File: config.mk
export PLATFORM = sky130hd
export DESIGN_NAME = game_sequencer
export DESIGN_NICKNAME = d
export VERILOG_FILES = /design/src/rtl/game_pkg.sv /design/src/rtl/bcd_counter4.sv /design/src/rtl/game_sequencer.sv
export SDC_FILE = /design/constraint.sdc
export NUM_CORES = 1
export LEC_CHECK = 0
export BUFFER_PORTS_ARGS = -buffer_cell sky130_fd_sc_hd__buf_2
export CORE_MARGIN = 2
export CORE_UTILIZATION = 30
export DETAILED_ROUTE_END_ITERATION = 8
export SLEW_MARGIN = 40
export SYNTH_ARGS = -nofsm -noshare
export SYNTH_HDL_FRONTEND = slang
export SYNTH_SLANG_ARGS = --single-unit
File: constraint.sdc
create_clock -name clk -period 2.2 [get_ports clk]
set_clock_uncertainty 0.05 [all_clocks]
set_input_delay 0.22 -clock clk [delete_from_list [all_inputs] [get_ports clk]]
set_output_delay 0.22 -clock clk [all_outputs]
set_load 0.02 [all_outputs]
File: src/rtl/game_pkg.sv
// Shared types and defaults for the endless-runner game sequencer:
// FSM encoding, playfield geometry, speed limits and BCD score width.
package game_pkg;

    typedef enum logic [1:0] {
        ST_IDLE = 2'd0,
        ST_RUN  = 2'd1,
        ST_OVER = 2'd2
    } state_t;

    localparam int SPAWN_X_DEF    = 550;
    localparam int DESPAWN_X_DEF  = 10;
    localparam int SPEED_INIT_DEF = 1;
    localparam int SPEED_MAX_DEF  = 6;
    localparam int SCORE_DIV_DEF  = 6;

    localparam int X_W     = 10;
    localparam int SPEED_W = 3;
    localparam int SCORE_W = 16;

    // Packed BCD with equal digit counts orders the same as plain binary.
    function automatic logic bcd_gt(input logic [SCORE_W-1:0] a, input logic [SCORE_W-1:0] b);
        return a > b;
    endfunction

endpackage

File: src/rtl/bcd_counter4.sv
// Four-digit packed-BCD up-counter with synchronous clear, saturation at 9999
// and a flag telling whether the next increment rolls into the hundreds digit.
module bcd_counter4
    import game_pkg::*;
(
    input  logic               clk,
    input  logic               i_rst_n,
    input  logic               i_clr,
    input  logic               i_inc,
    output logic [SCORE_W-1:0] o_count,
    output logic               o_hund_carry
);

    logic [SCORE_W-1:0] r_count;
    logic [SCORE_W-1:0] w_count_inc;
    logic [4:0]         w_carry;
    logic               w_sat;

    assign w_carry[0] = 1'b1;

    generate
        for (genvar gi = 0; gi < 4; gi++) begin : g_digit
            logic [3:0] w_digit;
            assign w_digit = r_count[gi*4 +: 4];
            assign w_count_inc[gi*4 +: 4] = !w_carry[gi]       ? w_digit :
                                            (w_digit == 4'd9)  ? 4'd0    : w_digit + 4'd1;
            assign w_carry[gi+1] = w_carry[gi] & (w_digit == 4'd9);
        end
    endgenerate

    // A carry out of every digit means the count is 9999.
    assign w_sat        = w_carry[4];
    assign o_hund_carry = w_carry[2] & ~w_sat;
    assign o_count      = r_count;

    always_ff @(posedge clk) begin
        if (!i_rst_n) begin
            r_count <= '0;
        end else if (i_clr) begin
            r_count <= '0;
        end else if (i_inc && !w_sat) begin
            r_count <= w_count_inc;
        end
    end

endmodule

File: src/rtl/game_sequencer.sv
// Game-flow sequencer: IDLE/RUN/OVER control, obstacle scrolling, speed ramp,
// BCD score with high-score capture. Everything advances on one pulse per video frame.
module game_sequencer
    import game_pkg::*;
#(
    parameter int SPAWN_X    = SPAWN_X_DEF,
    parameter int DESPAWN_X  = DESPAWN_X_DEF,
    parameter int SPEED_INIT = SPEED_INIT_DEF,
    parameter int SPEED_MAX  = SPEED_MAX_DEF,
    parameter int SCORE_DIV  = SCORE_DIV_DEF
)(
    input  logic               clk,
    input  logic               reset,
    input  logic               frame_tick,
    input  logic               start,
    input  logic               collision,
    output logic [1:0]         state,
    output logic [X_W-1:0]     cacti_x,
    output logic [SPEED_W-1:0] speed,
    output logic [SCORE_W-1:0] score,
    output logic [SCORE_W-1:0] hi_score,
    output logic               game_over
);

    localparam int DIV_W = (SCORE_DIV > 1) ? $clog2(SCORE_DIV) : 1;
    localparam logic [X_W-1:0]     SPAWN_V   = X_W'(SPAWN_X);
    localparam logic [X_W:0]       DESPAWN_V = (X_W+1)'(DESPAWN_X);
    localparam logic [SPEED_W-1:0] INIT_V    = SPEED_W'(SPEED_INIT);
    localparam logic [SPEED_W-1:0] MAX_V     = SPEED_W'(SPEED_MAX);
    localparam logic [DIV_W-1:0]   DIV_LAST  = DIV_W'(SCORE_DIV - 1);

    state_t               r_state, w_state_next;
    logic                 r_armed, r_start_d, r_tick_d, r_frame_pulse;
    logic [X_W-1:0]       r_cacti_x;
    logic [SPEED_W-1:0]   r_speed;
    logic [DIV_W-1:0]     r_div;
    logic [SCORE_W-1:0]   r_hi_score;
    logic                 r_game_over;
    logic                 w_start_pulse, w_restart, w_step, w_div_wrap;
    logic [SCORE_W-1:0]   w_score;
    logic                 w_hund_carry;
    logic [X_W:0]         w_limit;

    // r_armed blanks edge detection for the first cycle after reset, so a
    // button or tick already high at release is absorbed rather than seen as a rise.
    always_ff @(posedge clk) begin
        if (!reset) begin
            r_armed       <= 1'b0;
            r_start_d     <= 1'b0;
            r_tick_d      <= 1'b0;
            r_frame_pulse <= 1'b0;
        end else begin
            r_armed       <= 1'b1;
            r_start_d     <= start;
            r_tick_d      <= frame_tick;
            r_frame_pulse <= frame_tick & ~r_tick_d & r_armed;
        end
    end

    assign w_start_pulse = start & ~r_start_d & r_armed;

    always_ff @(posedge clk) begin
        if (!reset) r_state <= ST_IDLE;
        else        r_state <= w_state_next;
    end

    always_comb begin
        w_state_next = r_state;
        case (r_state)
            ST_IDLE: if (w_start_pulse) w_state_next = ST_RUN;
            ST_RUN:  if (collision)     w_state_next = ST_OVER;
            ST_OVER: if (w_start_pulse) w_state_next = ST_RUN;
            default: w_state_next = ST_IDLE;
        endcase
    end

    assign w_restart  = w_start_pulse && (r_state != ST_RUN);
    assign w_step     = (r_state == ST_RUN) && r_frame_pulse && !collision;
    assign w_div_wrap = w_step && (r_div == DIV_LAST);
    // Respawn once the obstacle would land on or past the left limit.
    assign w_limit    = DESPAWN_V + (X_W+1)'(r_speed);

    bcd_counter4 u_score (
        .clk          (clk),
        .i_rst_n      (reset),
        .i_clr        (w_restart),
        .i_inc        (w_div_wrap),
        .o_count      (w_score),
        .o_hund_carry (w_hund_carry)
    );

    always_ff @(posedge clk) begin
        if (!reset) begin
            r_cacti_x   <= SPAWN_V;
            r_speed     <= INIT_V;
            r_div       <= '0;
            r_hi_score  <= '0;
            r_game_over <= 1'b0;
        end else begin
            r_game_over <= (w_state_next == ST_OVER);
            if (w_restart) begin
                r_cacti_x <= SPAWN_V;
                r_speed   <= INIT_V;
                r_div     <= '0;
            end else if (w_step) begin
                if ((X_W+1)'(r_cacti_x) <= w_limit) r_cacti_x <= SPAWN_V;
                else                                r_cacti_x <= r_cacti_x - X_W'(r_speed);
                r_div <= (r_div == DIV_LAST) ? '0 : r_div + DIV_W'(1);
                if (w_div_wrap && w_hund_carry && (r_speed < MAX_V))
                    r_speed <= r_speed + SPEED_W'(1);
            end
            if ((r_state == ST_RUN) && collision && bcd_gt(w_score, r_hi_score))
                r_hi_score <= w_score;
        end
    end

    assign state     = r_state;
    assign cacti_x   = r_cacti_x;
    assign speed     = r_speed;
    assign score     = w_score;
    assign hi_score  = r_hi_score;
    assign game_over = r_game_over;

endmodule

==> run_results.csv <==
group,metric,value,unit
outcome,status,"finished, final reports clean",
worst_setup_path,worstPathRequired,2360,ps
synthesis,yosys.cell_types.count,58,
worst_setup_path,worstSetupStartpointType,"flip-flop",
synthesis,avgSynthCellArea,8.825,µm²
floorplan,placementRows,36,
power,power,1.631,mW
routing,firstDrtPassIters,4,
sta,setup_viol_count_final,0,
clock_tree,cts_tree,"built",
sta,hold_viol,0,
layout,final_nets,434,
power,power.leakage,1.653,nW
global_routing,antenna_found_initial,0,
synthesis,netlist_instances,337,
layout,drive_above_1_share,25.06,%
worst_setup_path,endpoint_kind,"flip-flop",
layout,syn2layout_area_growth,21.41,%
worst_setup_path,path_class,"reg -> reg",
placement,numPortBuffers,52,
clock_tree,clk_latency,310,ps
synthesis,async_flop_share,0,%
sta,rsz0062_at_grt,"true",
sta,finalCritPeriodShare,94.74,%
sta,max_freq,479.8,MHz
floorplan,pin_count,53,
clock_tree,cts_buffers,5,
global_routing,grt_pass1_vias,2319,
sta,drv_slew,0,
routing,drtAntennaViolNets,0,
job,cap_viol_max_count,0,
placement,post-dp-hpwl,5072,µm
clock_tree,cts_buffer_depth,2,
routing,drt_iter0_drc,57,
clock_tree,clkTransAtPathRegs,90,ps
synthesis,syn-cell-area,0.002974,mm²
routing,wirelength,6467,µm
floorplan,core_area,0.009684,mm²
floorplan,die-area,0.01073,mm²
clock_tree,root_buffer,"clkbuf_8",
routing,via_per_inst,4.590,
sta,worst_pin_slew,517.4,ps
global_routing,grt_pass1_wl,10920,µm
synthesis,synth_edf_count,0,
synthesis,synth-seq-cells,55,
clock_tree,htreeDepth,2,
synthesis,syn_nets,368,
synthesis,synth-main-ff-cell,"dfxtp_1",
placement,gp_congestion,0.8178,
global_routing,grtUsageTotal,12.42,%
clock_tree,cts_hold_buf,0,
layout,diodes,0,
sta,final.min_clock_period,2084,ps
synthesis,yosys_warnings,0,
worst_setup_path,critPathArrivalTime,2240,ps
sta,final.setup.tns,0,ps
floorplan,die_w,103.6,µm
routing,wire_per_inst,12.07,µm
power,ir_drop,0.2280,mV
sta,maxSlewHeadroom,64.61,%
global_routing,grt_max_degree,39,
routing,vias,2460,
clock_tree,cts.sink_count,55,
floorplan,start_util,30.71,%
global_routing,gr-total-overflow,0,
synthesis,ys_seq_area_share,37.02,%
worst_hold_path,hold_path.class,"in -> reg",
routing,drc,0,
floorplan,fp.dieH,103.6,µm
worst_setup_path,crit_fanout,10,
power,p_per_area,451.7,mW/mm²
-- per-layer routing --
metal / vias to the layer above / wire length [µm] / track usage (%)
met1: 1144 / 3064 / 15.71
met4: 0 / 100 / 4.730
li1: 1268 / - / -
met3: 6 / 195 / 2.517
met2: 42 / 3106 / 20.86
met5: - / 0 / 0
-- kinds of logic after synthesis --
| family | synth area share, % |
|---|---|
| adder cells (fa/ha/maj) | 11.44 |
| buffers and inverters | 5.553 |
| AO/OA/AOI/OAI | 9.171 |
| flip-flops | 37.02 |
| multiplexers | 6.100 |
| XOR/XNOR | 5.890 |
| AND/OR/NAND/NOR | 24.82 |
-- cells in the mapped netlist (2+ instances only) --
| cell type | count | area (µm²) |
|---|---|---|
| dfxtp_1 | 55 | 1101 |
| nand2_1 | 51 | 191.4 |
| inv_1 | 29 | 108.9 |
| nor2_1 | 28 | 105.1 |
| ha_1 | 24 | 300.3 |
| mux2i_1 | 17 | 170.2 |
| a21oi_1 | 16 | 80.08 |
| xnor2_1 | 12 | 105.1 |
| o21ai_0 | 9 | 45.04 |
| xor2_1 | 8 | 70.07 |
| clkbuf_1 | 7 | 26.28 |
| nand2b_1 | 6 | 37.54 |
| nand3_1 | 6 | 30.03 |
| nor3_1 | 6 | 30.03 |
| a21o_1 | 3 | 22.52 |
| and2_1 | 3 | 18.77 |
| and2b_1 | 3 | 22.52 |
| buf_4 | 3 | 22.52 |
| nand3b_1 | 3 | 22.52 |
| nor2b_1 | 3 | 18.77 |
| a211o_1 | 2 | 17.52 |
| a21boi_0 | 2 | 15.01 |
| and3b_1 | 2 | 17.52 |
| fa_1 | 2 | 40.04 |
| nand4_1 | 2 | 12.51 |
| o22ai_1 | 2 | 12.51 |
| or3_1 | 2 | 12.51 |
-- area by class of cell --
type | instances | area, µm²
well taps | 133 | 166.4
clock inverters | 1 | 5.005
repair buffers | 70 | 407.9
fillers | 1004 | 6073
flip-flops and latches | 55 | 1109
multi-input cells | 242 | 1732
inverters | 29 | 108.9
clock buffers | 6 | 82.58
-- state kept, by name, summed over array words and instances (netlist names) --
name,flops
state,2
r_tick_d,1
u_score.o_count,16
cacti_x,10
r_frame_pulse,1
r_armed,1
r_start_d,1
r_div,3
game_over,1
hi_score,16
speed,3
-- cells in the final DEF (no fill, tap or decap), types with 8 or more instances in the layout --
cell type / n
buf_2: 52
nand2_1: 51
dfxtp_1: 49
inv_1: 29
nor2_1: 28
ha_1: 24
mux2i_1: 17
buf_4: 17
a21oi_1: 16
xnor2_1: 12
o21ai_0: 9
xor2_1: 8
-- critical path, cell delays in order, from the launching register on --
cell and delay, ps:
dfxtp_1 360, ha_1 200, inv_1 60, ha_1 290
nand4b_1 140, o22ai_1 200, o32ai_1 110, a21o_2 270
a211o_2 320
-- path summary, 6_finish.rpt --
check	startpoint	end	slack, ps	depth (start not counted)
worst max-delay path	speed[2]	cacti_x[1]	120	8
worst min-delay path	start	r_start_d	80	2
worst max register to register	speed[2]	cacti_x[1]	120	8
worst min register to register	hi_score[7]	hi_score[7]	420	2
-- report_power, final --
| group | internal [mW] | total (mW) | switching (mW) |
|---|---|---|---|
| combinational | 0.0167 | 0.0507 | 0.0340 |
| clock | 0.248 | 0.577 | 0.328 |
| sequential | 1.00 | 1.00 | 0.00324 |
| total | 1.27 | 1.63 | 0.366 |
-- through the flow --
step           worst slack (ps)  utilization (%)  instance area (µm²)  hold slack, ps  std cells
2_1_floorplan             10.10                -                 2985           197.7        337
3_3_place_gp              171.4            35.98                 3485           400.6        527
3_5_place_dp              57.31            35.98                 3485           401.3        527
4_1_cts                   26.78            36.89                 3572           70.07        534
5_1_grt                  -11.76            37.29                 3611           61.71        536
6_report                  115.7            37.29                 3611           83.08        536
-- repair_timing --
item | CTS | global route
gates resized for setup | 0 | 9
buffers inserted | 0 | 2
setup endpoints to repair | 0 | 22
(Power assumes the default switching activity.)
